==> src/rtl/needs_monitor.sv <==
// Per-need hysteresis status with debounce, sticky death detection and an
// alert queue that offers newly raised needs over a valid/ready handshake.
module needs_monitor #(
    parameter int unsigned N_NEEDS      = 6,
    parameter int unsigned LEVEL_W      = 4,
    parameter int unsigned SET_TH       = 12,
    parameter int unsigned CLR_TH       = 8,
    parameter int unsigned DEBOUNCE     = 4,
    parameter int unsigned DEATH_CH     = 0,
    parameter int unsigned DEATH_CYCLES = 8,
    localparam int unsigned ID_W        = $clog2(N_NEEDS),
    localparam int unsigned NC_W        = $clog2(N_NEEDS + 1)
) (
    input  logic                         clk_i,
    input  logic                         reset_ni,
    input  logic                         enable_i,
    input  logic [N_NEEDS*LEVEL_W-1:0]   levels_i,
    output logic [N_NEEDS-1:0]           status_o,
    output logic [NC_W-1:0]              need_count_o,
    output logic                         dead_o,
    output logic                         alert_valid_o,
    output logic [ID_W-1:0]              alert_id_o,
    input  logic                         alert_ready_i
);

    localparam int unsigned CNT_W = $clog2(DEBOUNCE + 1);
    localparam int unsigned DC_W  = $clog2(DEATH_CYCLES + 1);
    localparam logic [0:0]  ST_OFF = 1'b0;
    localparam logic [0:0]  ST_ON  = 1'b1;

    logic [N_NEEDS-1:0] status_q, status_d;
    logic [N_NEEDS-1:0] pending_q, pending_d;
    logic [CNT_W-1:0]   cnt_q [N_NEEDS];
    logic [CNT_W-1:0]   cnt_d [N_NEEDS];
    logic [DC_W-1:0]    dc_q, dc_d;
    logic               dead_q, dead_d;
    logic               alert_valid_q, alert_valid_d;
    logic [ID_W-1:0]    alert_id_q, alert_id_d;
    logic [LEVEL_W-1:0] lvl [N_NEEDS];
    logic [N_NEEDS-1:0] sel_mask;
    logic [ID_W-1:0]    sel_id;
    logic               sel_hit;
    logic               cond;

    always_comb begin
        for (int i = 0; i < N_NEEDS; i++) begin
            lvl[i] = levels_i[i*LEVEL_W +: LEVEL_W];
        end
    end

    // Hysteresis/debounce per channel plus the death counter; all frozen once dead.
    always_comb begin
        status_d = status_q;
        dc_d     = dc_q;
        dead_d   = dead_q;
        cond     = 1'b0;
        for (int i = 0; i < N_NEEDS; i++) begin
            cnt_d[i] = cnt_q[i];
        end
        if (dead_q) begin
            status_d = '1;
        end else if (enable_i) begin
            for (int i = 0; i < N_NEEDS; i++) begin
                if (status_q[i] == ST_OFF) begin
                    cond = (lvl[i] >= LEVEL_W'(SET_TH));
                end else begin
                    cond = (lvl[i] <= LEVEL_W'(CLR_TH));
                end
                if (!cond) begin
                    cnt_d[i] = '0;
                end else if (cnt_q[i] == CNT_W'(DEBOUNCE - 1)) begin
                    cnt_d[i]    = '0;
                    status_d[i] = (status_q[i] == ST_OFF) ? ST_ON : ST_OFF;
                end else begin
                    cnt_d[i] = cnt_q[i] + CNT_W'(1);
                end
            end
            if (lvl[DEATH_CH] == '1) begin
                dc_d = dc_q + DC_W'(1);
                if (dc_d == DC_W'(DEATH_CYCLES)) begin
                    dead_d   = 1'b1;
                    status_d = '1;
                end
            end else begin
                dc_d = '0;
            end
        end
    end

    // Lowest-index pending need wins the next alert slot.
    always_comb begin
        sel_hit  = 1'b0;
        sel_id   = '0;
        sel_mask = '0;
        for (int i = N_NEEDS - 1; i >= 0; i--) begin
            if (pending_q[i]) begin
                sel_hit     = 1'b1;
                sel_id      = ID_W'(i);
                sel_mask    = '0;
                sel_mask[i] = 1'b1;
            end
        end
    end

    // A rise on the same edge as a load re-arms the pending bit.
    always_comb begin
        pending_d     = pending_q;
        alert_valid_d = alert_valid_q;
        alert_id_d    = alert_id_q;
        if (dead_q) begin
            pending_d     = '0;
            alert_valid_d = 1'b0;
        end else begin
            if (!alert_valid_q || alert_ready_i) begin
                if (sel_hit) begin
                    alert_valid_d = 1'b1;
                    alert_id_d    = sel_id;
                    pending_d     = pending_q & ~sel_mask;
                end else begin
                    alert_valid_d = 1'b0;
                end
            end
            pending_d = pending_d | (status_d & ~status_q);
            if (dead_d) begin
                pending_d = '0;
            end
        end
    end

    always_ff @(posedge clk_i or negedge reset_ni) begin
        if (!reset_ni) begin
            status_q      <= '0;
            pending_q     <= '0;
            dc_q          <= '0;
            dead_q        <= 1'b0;
            alert_valid_q <= 1'b0;
            alert_id_q    <= '0;
            for (int i = 0; i < N_NEEDS; i++) begin
                cnt_q[i] <= '0;
            end
        end else begin
            status_q      <= status_d;
            pending_q     <= pending_d;
            dc_q          <= dc_d;
            dead_q        <= dead_d;
            alert_valid_q <= alert_valid_d;
            alert_id_q    <= alert_id_d;
            for (int i = 0; i < N_NEEDS; i++) begin
                cnt_q[i] <= cnt_d[i];
            end
        end
    end

    always_comb begin
        need_count_o = '0;
        for (int i = 0; i < N_NEEDS; i++) begin
            need_count_o = need_count_o + NC_W'(status_q[i]);
        end
    end

    assign status_o      = status_q;
    assign dead_o        = dead_q;
    assign alert_valid_o = alert_valid_q;
    assign alert_id_o    = alert_id_q;

endmodule

==> config.mk <==
export PLATFORM = sky130hd
export DESIGN_NAME = needs_monitor
export DESIGN_NICKNAME = d
export VERILOG_FILES = /design/src/rtl/needs_monitor.sv
export SDC_FILE = /design/constraint.sdc
export NUM_CORES = 1
export LEC_CHECK = 0
export BUFFER_PORTS_ARGS = -buffer_cell sky130_fd_sc_hd__buf_2
export CAP_MARGIN = 20
export CORE_MARGIN = 2
export CORE_UTILIZATION = 55
export DETAILED_ROUTE_END_ITERATION = 16
export PLACE_DENSITY = 0.82
export SKIP_CTS_REPAIR_TIMING = 1
export SLEW_MARGIN = 15
export SYNTH_ARGS = -nofsm -noshare
export SYNTH_HDL_FRONTEND = slang
export SYNTH_SLANG_ARGS = --single-unit
==> constraint.sdc <==
create_clock -name clk_i -period 4.9 [get_ports clk_i]
set_input_delay 0.49 -clock clk_i [delete_from_list [all_inputs] [get_ports clk_i]]
set_output_delay 0.49 -clock clk_i [all_outputs]
set_load 0.01 [all_outputs]
==> summary.txt <==
Post-layout nets: 295
First-pass GRT wire length: 7430 um
Final Hold Fails: 0
Slowest-stage cell, CP: fa_1
Cell area after layout: 0.00243 mm2
Power Density: 470 mW/mm2
Dpl cell area: 0.00232 mm2
Reg-to-Reg End: cnt_q[15]
Synthesized area per cell: 9.74 um2
Critical path class: register to output port
Final period util: 0.647
Worst-Margin Slew: 972 ps
R2R Setup Slk: 3050 ps
Clock transition at path regs: 80 ps
Fraction of layout cells with a size suffix above 1: 0.233
CP most frequent cell: fa_1
FF+latch count, synth: 39
Routed Antenna Nets: 0
Sw Share: 0.347
Antenna violations before repair: 0
Relative slew margins: 0.352
ANT cells: 0
Crit-path cells: fa_1 > inv_1 > fa_1 > inv_1 > ha_1 > fa_1 > buf_2
Status: finished clean
Number of synthesized flops with an enable pin: 0
TritonCTS Buffers: 5
Post-synth cell types: 46
Drt total wl: 4330 um
Die W: 65.6 um
Placed instance count: 297
Register area share after synthesis: 0.468
R2R depth: 3
Total core area: 0.00366 mm2
Mapped cell area: 0.00208 mm2
Post-DP HPWL: 3140 um
Mux share of post-synthesis cell area: 0.0264
Mapped Cells: 214
Worst VDD drop: 0.253 mV
Synth Area in Compound Gates: 0.203
Vias in the first global route: 1,648
Site Rows: 22
Startpoint types: register
Drt first pass iters: 4
Psw: 397 uW
Worst Setup SP: status_o[0]
Synth warn: 0
Comb pwr share: 0.367
Fin Setup TNS: 0 ps
Tmin final: 3170 ps
Critical Path Sink Type: output port
Via count: 1,747
Slowest stage delay, CP: 550 ps
Starting density of the core: 0.569
Vias per Instance: 5.73
Worst EP required: 4410 ps
Worst r2r src: dead_o
Leak Pwr: 1.22 nW
H-tree levels: 2
Clock buffer depth: 2
Post-Synth Adder-Cell Area: 0.0768
Power Internal: 746 uW
Layout Cells excl Fill: 305
Clock skew: 6.11 ps
Ys flop type: dfrtp_1
Area grow syn2layout: 16.7%
Final GP Congestion: 0.788
Max FO, Critical Path: 5
Clock Power Share: 0.243
Main combinational cell family by area after synthesis: compound AO/OA/AOI/OAI gates
Max Clock Freq: 0.315 GHz
Gr ovfl total: 0
I/O Pins: 42
Drt wl/cell: 14.2 um
DRC marker count from the first detailed-route iteration: 99
Fin Hold WS: 311 ps
HP Class: input pin to asynchronous set/reset pin
RSZ-0062 raised after global routing: false
Net Count, Synth: 253
Total GRT Usage: 0.228
Largest net degree at the start of global routing: 40
Number of max-cap violations: 0
# setup viols final: 0
Drt drc: 0
DIE AREA: 0.00430 mm2
Asr flop ratio synth: 1.00
Port Buffers: 41
Clock root buffer: clkbuf_8
Total power: 1.14 mW
Post-synthesis xor/xnor area fraction: 0.00420
CTS tree: yes
Clock latency on the worst-skew pair: 290 ps
CTS sink cnt: 39
Critical path arrival: 2680 ps
Sequential power share: 0.390
Simple logic cell fraction of the synthesized area: 0.187
Chip Height: 65.6 um
Pins Over Slew Limit: 0
## cell families after synthesis
family                   count (synthesis)
XOR/XNOR                                 1
buffers and inverters                   16
AO/OA/AOI/OAI                           64
adder cells (fa/ha/maj)                 11
AND/OR/NAND/NOR                         78
multiplexers                             5
flip-flops                              39
## per-layer routing
metal  routed length, um  GRT usage  part of all wire
met1                2080      0.314              0.48
met4                  57     0.0938             0.013
met2                1970      0.348              0.46
met5                   0          0                 0
met3                 212     0.0514             0.049
## worst max-delay path, delay by kind of cell (launching register included)
family,cells,cell delay [ps]
adders and majority gates,4,1720
DFF,1,440
buffers and inverters,3,220
## worst max-delay path by stage
stage	depth (start not counted)	end
global route	7	need_count_o[1]
floorplan	6	need_count_o[1]
CTS	7	need_count_o[1]
finish	7	need_count_o[1]
global placement	7	need_count_o[1]
detailed placement	7	need_count_o[1]
## synthesized netlist by cell type, types with 2 or more instances
library cell  instances  area [um2]
a21oi_1              17        85.1
ha_1                  8         100
dfrtp_1              39         976
nor2_1               13        48.8
mux2_2                4        45.0
o31ai_1               3        22.5
or3_1                 5        31.3
and3b_1               2        17.5
nand3_1               5        25.0
o21a_1                2        15.0
buf_2                 3        15.0
o311ai_0              2        17.5
fa_1                  3        60.1
nor2b_1               7        43.8
nand2_1              28         105
a211o_1               2        17.5
o21ai_0              15        75.1
o21ai_2               2        17.5
nor3_1                8        40.0
a21o_1                7        52.6
inv_1                10        37.5
a31oi_1               2        12.5
a221o_1               2        20.0
a22o_1                3        26.3
## state kept, by name (all words and copies together) (netlist names)
signal         count
cnt_q             18
alert_valid_o      1
pending_q          6
dead_o             1
status_o           6
alert_id_o         3
dc_q               4
## placed cells by master, fill, tap and decap left out, drive strengths merged, types with 2 or more instances in the layout
cell,synthesis,final
buf,5,41
clkbuf,1,6
o311ai,2,2
ha,8,8
a21oi,18,18
nor2b,7,7
a22o,3,3
nand2,28,28
or2,2,2
inv,10,10
nand3,5,5
a221o,2,2
o21ai,17,17
fa,3,3
nor2,13,13
a31oi,2,2
nor3,8,8
mux2,4,4
a21o,7,7
and3b,2,2
dfrtp,39,39
o21a,2,2
a211o,2,2
o31ai,3,3
or3,5,5
## metrics by stage
stage               setup slack [ps]   util
floorplan                       2190      -
global placement                2130  0.633
detailed placement              2060  0.633
CTS                             1730  0.665
global route                    1650  0.665
finish                          1730  0.665
## power groups by stage
stage	registers [mW]	clock network, mW	logic [mW]
global route	0.458	0.297	0.474
floorplan	0.454	0	0.263
detailed placement	0.451	0	0.414
global placement	0.447	0	0.400
CTS	0.445	0.283	0.419
finish	0.446	0.278	0.420
## layout make-up
cell class	instances	area [um2]
tap	48	60.1
sequential	39	976
clock inverter	2	35.0
timing repair buffer	41	205
inverter	10	37.5
clock buffer	6	82.6
multi-input combinational	159	1040
fill	299	1230
Note: power is estimated with default switching activity, not from simulation.
